<file path="config.mk">
export PLATFORM = sky130hd
export DESIGN_NAME = uart_rx
export DESIGN_NICKNAME = d
export VERILOG_FILES = /design/src/rtl/uart_rx.sv
export SDC_FILE = /design/constraint.sdc
export NUM_CORES = 1
export LEC_CHECK = 0
export BUFFER_PORTS_ARGS = -buffer_cell sky130_fd_sc_hd__buf_4
export CORE_MARGIN = 2
export CORE_UTILIZATION = 30
export CTS_CLUSTER_SIZE = 25
export DETAILED_ROUTE_END_ITERATION = 7
export PLACE_DENSITY_LB_ADDON = 0.12
export SLEW_MARGIN = 10
export SYNTH_ARGS = -nofsm -noshare
export SYNTH_HDL_FRONTEND = slang
export SYNTH_SLANG_ARGS = --single-unit
</file>
<file path="constraint.sdc">
create_clock -name clk -period 2.8 [get_ports clk]
set_clock_uncertainty 0.1 [all_clocks]
set_input_delay 0.56 -clock clk [delete_from_list [all_inputs] [get_ports clk]]
set_output_delay 0.56 -clock clk [all_outputs]
set_load 0.03 [all_outputs]
</file>
<file path="src/rtl/uart_rx.sv">
// 8N1 serial receiver: 2-FF input synchronizer, mid-bit sampling FSM and a
// single-entry valid/ready holding register with framing-error and overrun pulses.
module uart_rx #(
  parameter int unsigned CLKS_PER_BIT = 434
) (
  input  logic       clk,
  input  logic       reset,
  input  logic       RX_UART,
  output logic [7:0] rx_data,
  output logic       rx_valid,
  input  logic       rx_ready,
  output logic       frame_err,
  output logic       overrun,
  output logic       busy
);

  localparam int unsigned CntW = $clog2(CLKS_PER_BIT);
  localparam int unsigned Half = CLKS_PER_BIT / 2;
  localparam logic [CntW-1:0] BitLast  = CntW'(CLKS_PER_BIT - 1);
  localparam logic [CntW-1:0] HalfLast = CntW'(Half - 1);

  typedef enum logic [2:0] {StIdle, StStart, StData, StStop, StWaitHigh} state_e;

  state_e          state_q, state_d;
  logic [1:0]      sync_q;
  logic [CntW-1:0] cnt_q, cnt_d;
  logic [2:0]      idx_q, idx_d;
  logic [7:0]      shift_q, shift_d;
  logic [7:0]      data_q, data_d;
  logic            valid_q, valid_d;
  logic            ferr_q, ferr_d;
  logic            ovr_q, ovr_d;
  logic            rxs;

  assign rxs = sync_q[1];

  always_ff @(posedge clk or negedge reset) begin
    if (!reset) begin
      // Sync flops reset high so reset release never looks like a start edge.
      sync_q  <= 2'b11;
      state_q <= StIdle;
      cnt_q   <= '0;
      idx_q   <= '0;
      shift_q <= '0;
      data_q  <= '0;
      valid_q <= 1'b0;
      ferr_q  <= 1'b0;
      ovr_q   <= 1'b0;
    end else begin
      sync_q  <= {sync_q[0], RX_UART};
      state_q <= state_d;
      cnt_q   <= cnt_d;
      idx_q   <= idx_d;
      shift_q <= shift_d;
      data_q  <= data_d;
      valid_q <= valid_d;
      ferr_q  <= ferr_d;
      ovr_q   <= ovr_d;
    end
  end

  always_comb begin
    state_d = state_q;
    cnt_d   = cnt_q + 1'b1;
    idx_d   = idx_q;
    shift_d = shift_q;
    data_d  = data_q;
    valid_d = valid_q;
    ferr_d  = 1'b0;
    ovr_d   = 1'b0;

    if (valid_q && rx_ready) valid_d = 1'b0;

    unique case (state_q)
      StIdle: begin
        cnt_d = '0;
        if (!rxs) state_d = StStart;
      end
      StStart: begin
        if (cnt_q == HalfLast) begin
          cnt_d   = '0;
          idx_d   = '0;
          state_d = rxs ? StIdle : StData;
        end
      end
      StData: begin
        if (cnt_q == BitLast) begin
          cnt_d          = '0;
          shift_d[idx_q] = rxs;
          idx_d          = idx_q + 3'd1;
          if (idx_q == 3'd7) state_d = StStop;
        end
      end
      StStop: begin
        if (cnt_q == BitLast) begin
          cnt_d = '0;
          if (rxs) begin
            state_d = StIdle;
            // A byte consumed this same cycle frees the slot for the new one.
            if (!valid_q || rx_ready) begin
              data_d  = shift_q;
              valid_d = 1'b1;
            end else begin
              ovr_d = 1'b1;
            end
          end else begin
            ferr_d  = 1'b1;
            state_d = StWaitHigh;
          end
        end
      end
      StWaitHigh: begin
        cnt_d = '0;
        if (rxs) state_d = StIdle;
      end
      default: state_d = StIdle;
    endcase
  end

  assign rx_data   = data_q;
  assign rx_valid  = valid_q;
  assign frame_err = ferr_q;
  assign overrun   = ovr_q;
  assign busy      = (state_q != StIdle);

endmodule

</file>
==> impl_metrics.json <==
{
  "crit_required_ns": 2.87,
  "yosys-top-cells-area": "dfrtp_1, mux2_2, nor2_1, ha_1, dfstp_2",
  "relSlewSlack": 0.662,
  "final_common_cell": "dfrtp_1",
  "tightest_slew_ns": 0.507,
  "grt_first_pass_wirelength_um": 5460,
  "power.share.clock": 0.450,
  "io_pins": 16,
  "drc_errors": 0,
  "track_usage": 0.114,
  "max_freq_mhz": 443,
  "critPathBufInv": 1,
  "ctsResizeCount": 0,
  "status": "finished, final reports clean",
  "rr_worst_depth": 6,
  "grt_setup_unrepaired": "false",
  "setup_viol": 0,
  "fin_crit_sh": 0.806,
  "critPathSlowestCell": "dfrtp_1",
  "setup_tns_ns": 0,
  "worstReg2RegStart": "cnt_q[0]",
  "fill_cells": 545,
  "critPathTopFamily": "simple AND/OR/NAND/NOR gates",
  "power_frac_comb": 0.014,
  "worstSetupPathType": "register to register",
  "yosysSeqAreaShare": 0.541,
  "detail_route.first_pass.iterations": 4,
  "antenna_found_initial": 0,
  "p_seq_frac": 0.535,
  "clockBufferDepth": 2,
  "grt_max_degree": 37,
  "antenna_left": 0,
  "diodes": 0,
  "fin_util": 0.365,
  "gp_congestion": 0.728,
  "cts.sinks": 36,
  "portBuffers": 15,
  "fin_nets": 172,
  "r2r_setup_slack_ns": 0.54,
  "num_rows": 27,
  "drtIter0Drc": 50,
  "worst_skew_pair.late_latency_ns": 0.29,
  "synth.net_count": 152,
  "synth_top_area_share": 0.509,
  "ys_warn_count": 0,
  "die_w_um": 78.6,
  "synth-adder-area-share": 0.0375,
  "fin_hold_ws_ns": 0.124,
  "max_stage_delay_ns": 0.43,
  "synth_compound_area_frac": 0.0494,
  "period_needed_ns": 2.26,
  "netlist_area_um2": 1670,
  "initial_utilization": 0.307,
  "yosys.area_share.xor_xnor": 0.0367,
  "htreeDepth": 2,
  "power.density_nw_per_um2": 495,
  "clk_pin_slew_ns": 0.07,
  "crit_chain": "inv_1 -> ha_1 -> or4b_1 -> or3_4 -> o32a_1 -> mux2_4",
  "grt_pass1_vias": 1143,
  "max_cap_violations": 0,
  "drt_wl_total_um": 3170,
  "critPathLaunchType": "register",
  "synthMuxAreaShare": 0.117,
  "area_growth_pct": 18.7,
  "synth.distinct_cells": 37,
  "grt_overflow": 0,
  "avgViaCountPerCell": 4.81,
  "hold_violations": 0,
  "wire_per_inst_um": 13.4,
  "final_cell_mix": "dfrtp_1, buf_4, nor2_1, mux2_2, nand2_1",
  "avgSynthCellArea_um2": 11.7,
  "route.vias.total": 1135,
  "clock-root-buffer": "clkbuf_8",
  "hp-class": "primary input to asynchronous set/reset pin",
  "postSynthRegisterBits": 36,
  "hpwlAfterDp_um": 2170,
  "intPower_uw": 790,
  "p_leak_uw": 0.000897,
  "dieArea_um2": 6180,
  "p_sw_uw": 192,
  "swShare": 0.196,
  "die_h_um": 78.6,
  "synthSimpleGateAreaFrac": 0.193,
  "numCtsBuffers": 5,
  "worst_setup_path_end_kind": "register",
  "synth_top_family_by_area": "simple AND/OR/NAND/NOR gates",
  "synth_top_area_cell": "dfrtp_1",
  "crit_arrival_ns": 2.33,
  "cts_tree": "yes",
  "syn_inst": 143,
  "post_cts_buffers": 0,
  "hold_buffers": 0,
  "drive_above_1_share": 0.317,
  "core_um2": 5440,
  "r2r_end": "idx_q[0]",
  "ir_worst_vdd_mv": 0.220,
  "slew_violations": 0,
  "critPathMaxFanout": 5
}
state kept, by name (all words and copies together), names as in the netlist:
name	count
state_q	3
shift_q	8
cnt_q	9
rx_data	8
sync_q	2
idx_q	3
rx_valid	1
frame_err	1
overrun	1
stage by stage:
| stage | power (uW) | area, um^2 | setup WS [ns] | cells |
|---|---|---|---|---|
| 2_1_floorplan | 535 | 1670 | 0.626 | 143 |
| 3_3_place_gp | 550 | 1880 | 0.561 | 228 |
| 3_5_place_dp | 551 | 1880 | 0.545 | 228 |
| 4_1_cts | 1000 | 1980 | 0.542 | 236 |
| 5_1_grt | 1030 | 1980 | 0.484 | 236 |
| 6_report | 982 | 1980 | 0.543 | 236 |
cell type report:
cell class                 instances  area (um^2)  share of cell area
timing repair buffer              18          135              0.0681
sequential                        36          903               0.456
tap                               72         90.1              0.0454
inverter                           6         22.5              0.0114
clock inverter                     2         35.0              0.0177
multi-input combinational         96          724               0.365
clock buffer                       6         72.6              0.0366
synthesized netlist by cell type:
| cell type | n |
|---|---|
| dfrtp_1 | 34 |
| or4b_1 | 1 |
| or3_4 | 1 |
| or4_1 | 1 |
| or3_1 | 1 |
| o32a_1 | 1 |
| buf_2 | 1 |
| a22o_2 | 2 |
| inv_1 | 6 |
| a21oi_1 | 1 |
| o21ai_0 | 2 |
| o311ai_2 | 1 |
| a32oi_1 | 1 |
| nand3_1 | 4 |
| and4bb_2 | 1 |
| nand4_1 | 1 |
| nor4_1 | 6 |
| nand2_1 | 7 |
| a31oi_1 | 2 |
| dfstp_2 | 2 |
| nor2_1 | 17 |
| xor2_1 | 2 |
| nor2b_1 | 1 |
| xnor2_1 | 5 |
| nand4b_1 | 1 |
| and4b_2 | 1 |
| or2_2 | 1 |
| clkbuf_1 | 4 |
| nand2b_1 | 4 |
| mux2_2 | 16 |
| nor4b_1 | 2 |
| mux2_4 | 1 |
| nor3_1 | 4 |
| and2_1 | 1 |
| nand3b_1 | 1 |
| ha_1 | 5 |
| nor3b_2 | 1 |
power by group through the flow:
stage | Clock [uW] | Sequential [uW] | Combinational, uW
finish | 442 | 526 | 13.8
global route | 484 | 526 | 16.5
CTS | 459 | 526 | 14.9
detailed placement | 0 | 536 | 15.0
global placement | 0 | 536 | 14.8
floorplan | 0 | 533 | 2.39
worst max path at each step:
| stage | end | start | cells after the start | slack, ns |
|---|---|---|---|---|
| after global routing | idx_q[0] | cnt_q[1] | 6 | 0.48 |
| after global placement | idx_q[0] | cnt_q[0] | 6 | 0.56 |
| after CTS | idx_q[0] | cnt_q[0] | 6 | 0.54 |
| after detailed placement | idx_q[0] | cnt_q[0] | 6 | 0.54 |
| final | idx_q[0] | cnt_q[0] | 6 | 0.54 |
| after floorplan | idx_q[0] | cnt_q[0] | 6 | 0.63 |
logic make-up after synthesis:
group / Yosys count
buffers and inverters: 11
and+or+nand+nor: 57
xor gates and xnor gates: 7
AOI/OAI and AO/OA: 10
adders and majority gates: 5
DFF: 36
muxes: 17
metal layers:
metal	global-route usage	part of all wire	wire, um
met1	0.150	0.48	1510
met2	0.173	0.45	1440
met3	0.0402	0.053	167
met4	0.0421	0.015	47
met5	0	0	0
No activity file was read; power rests on OpenSTA's default activity.
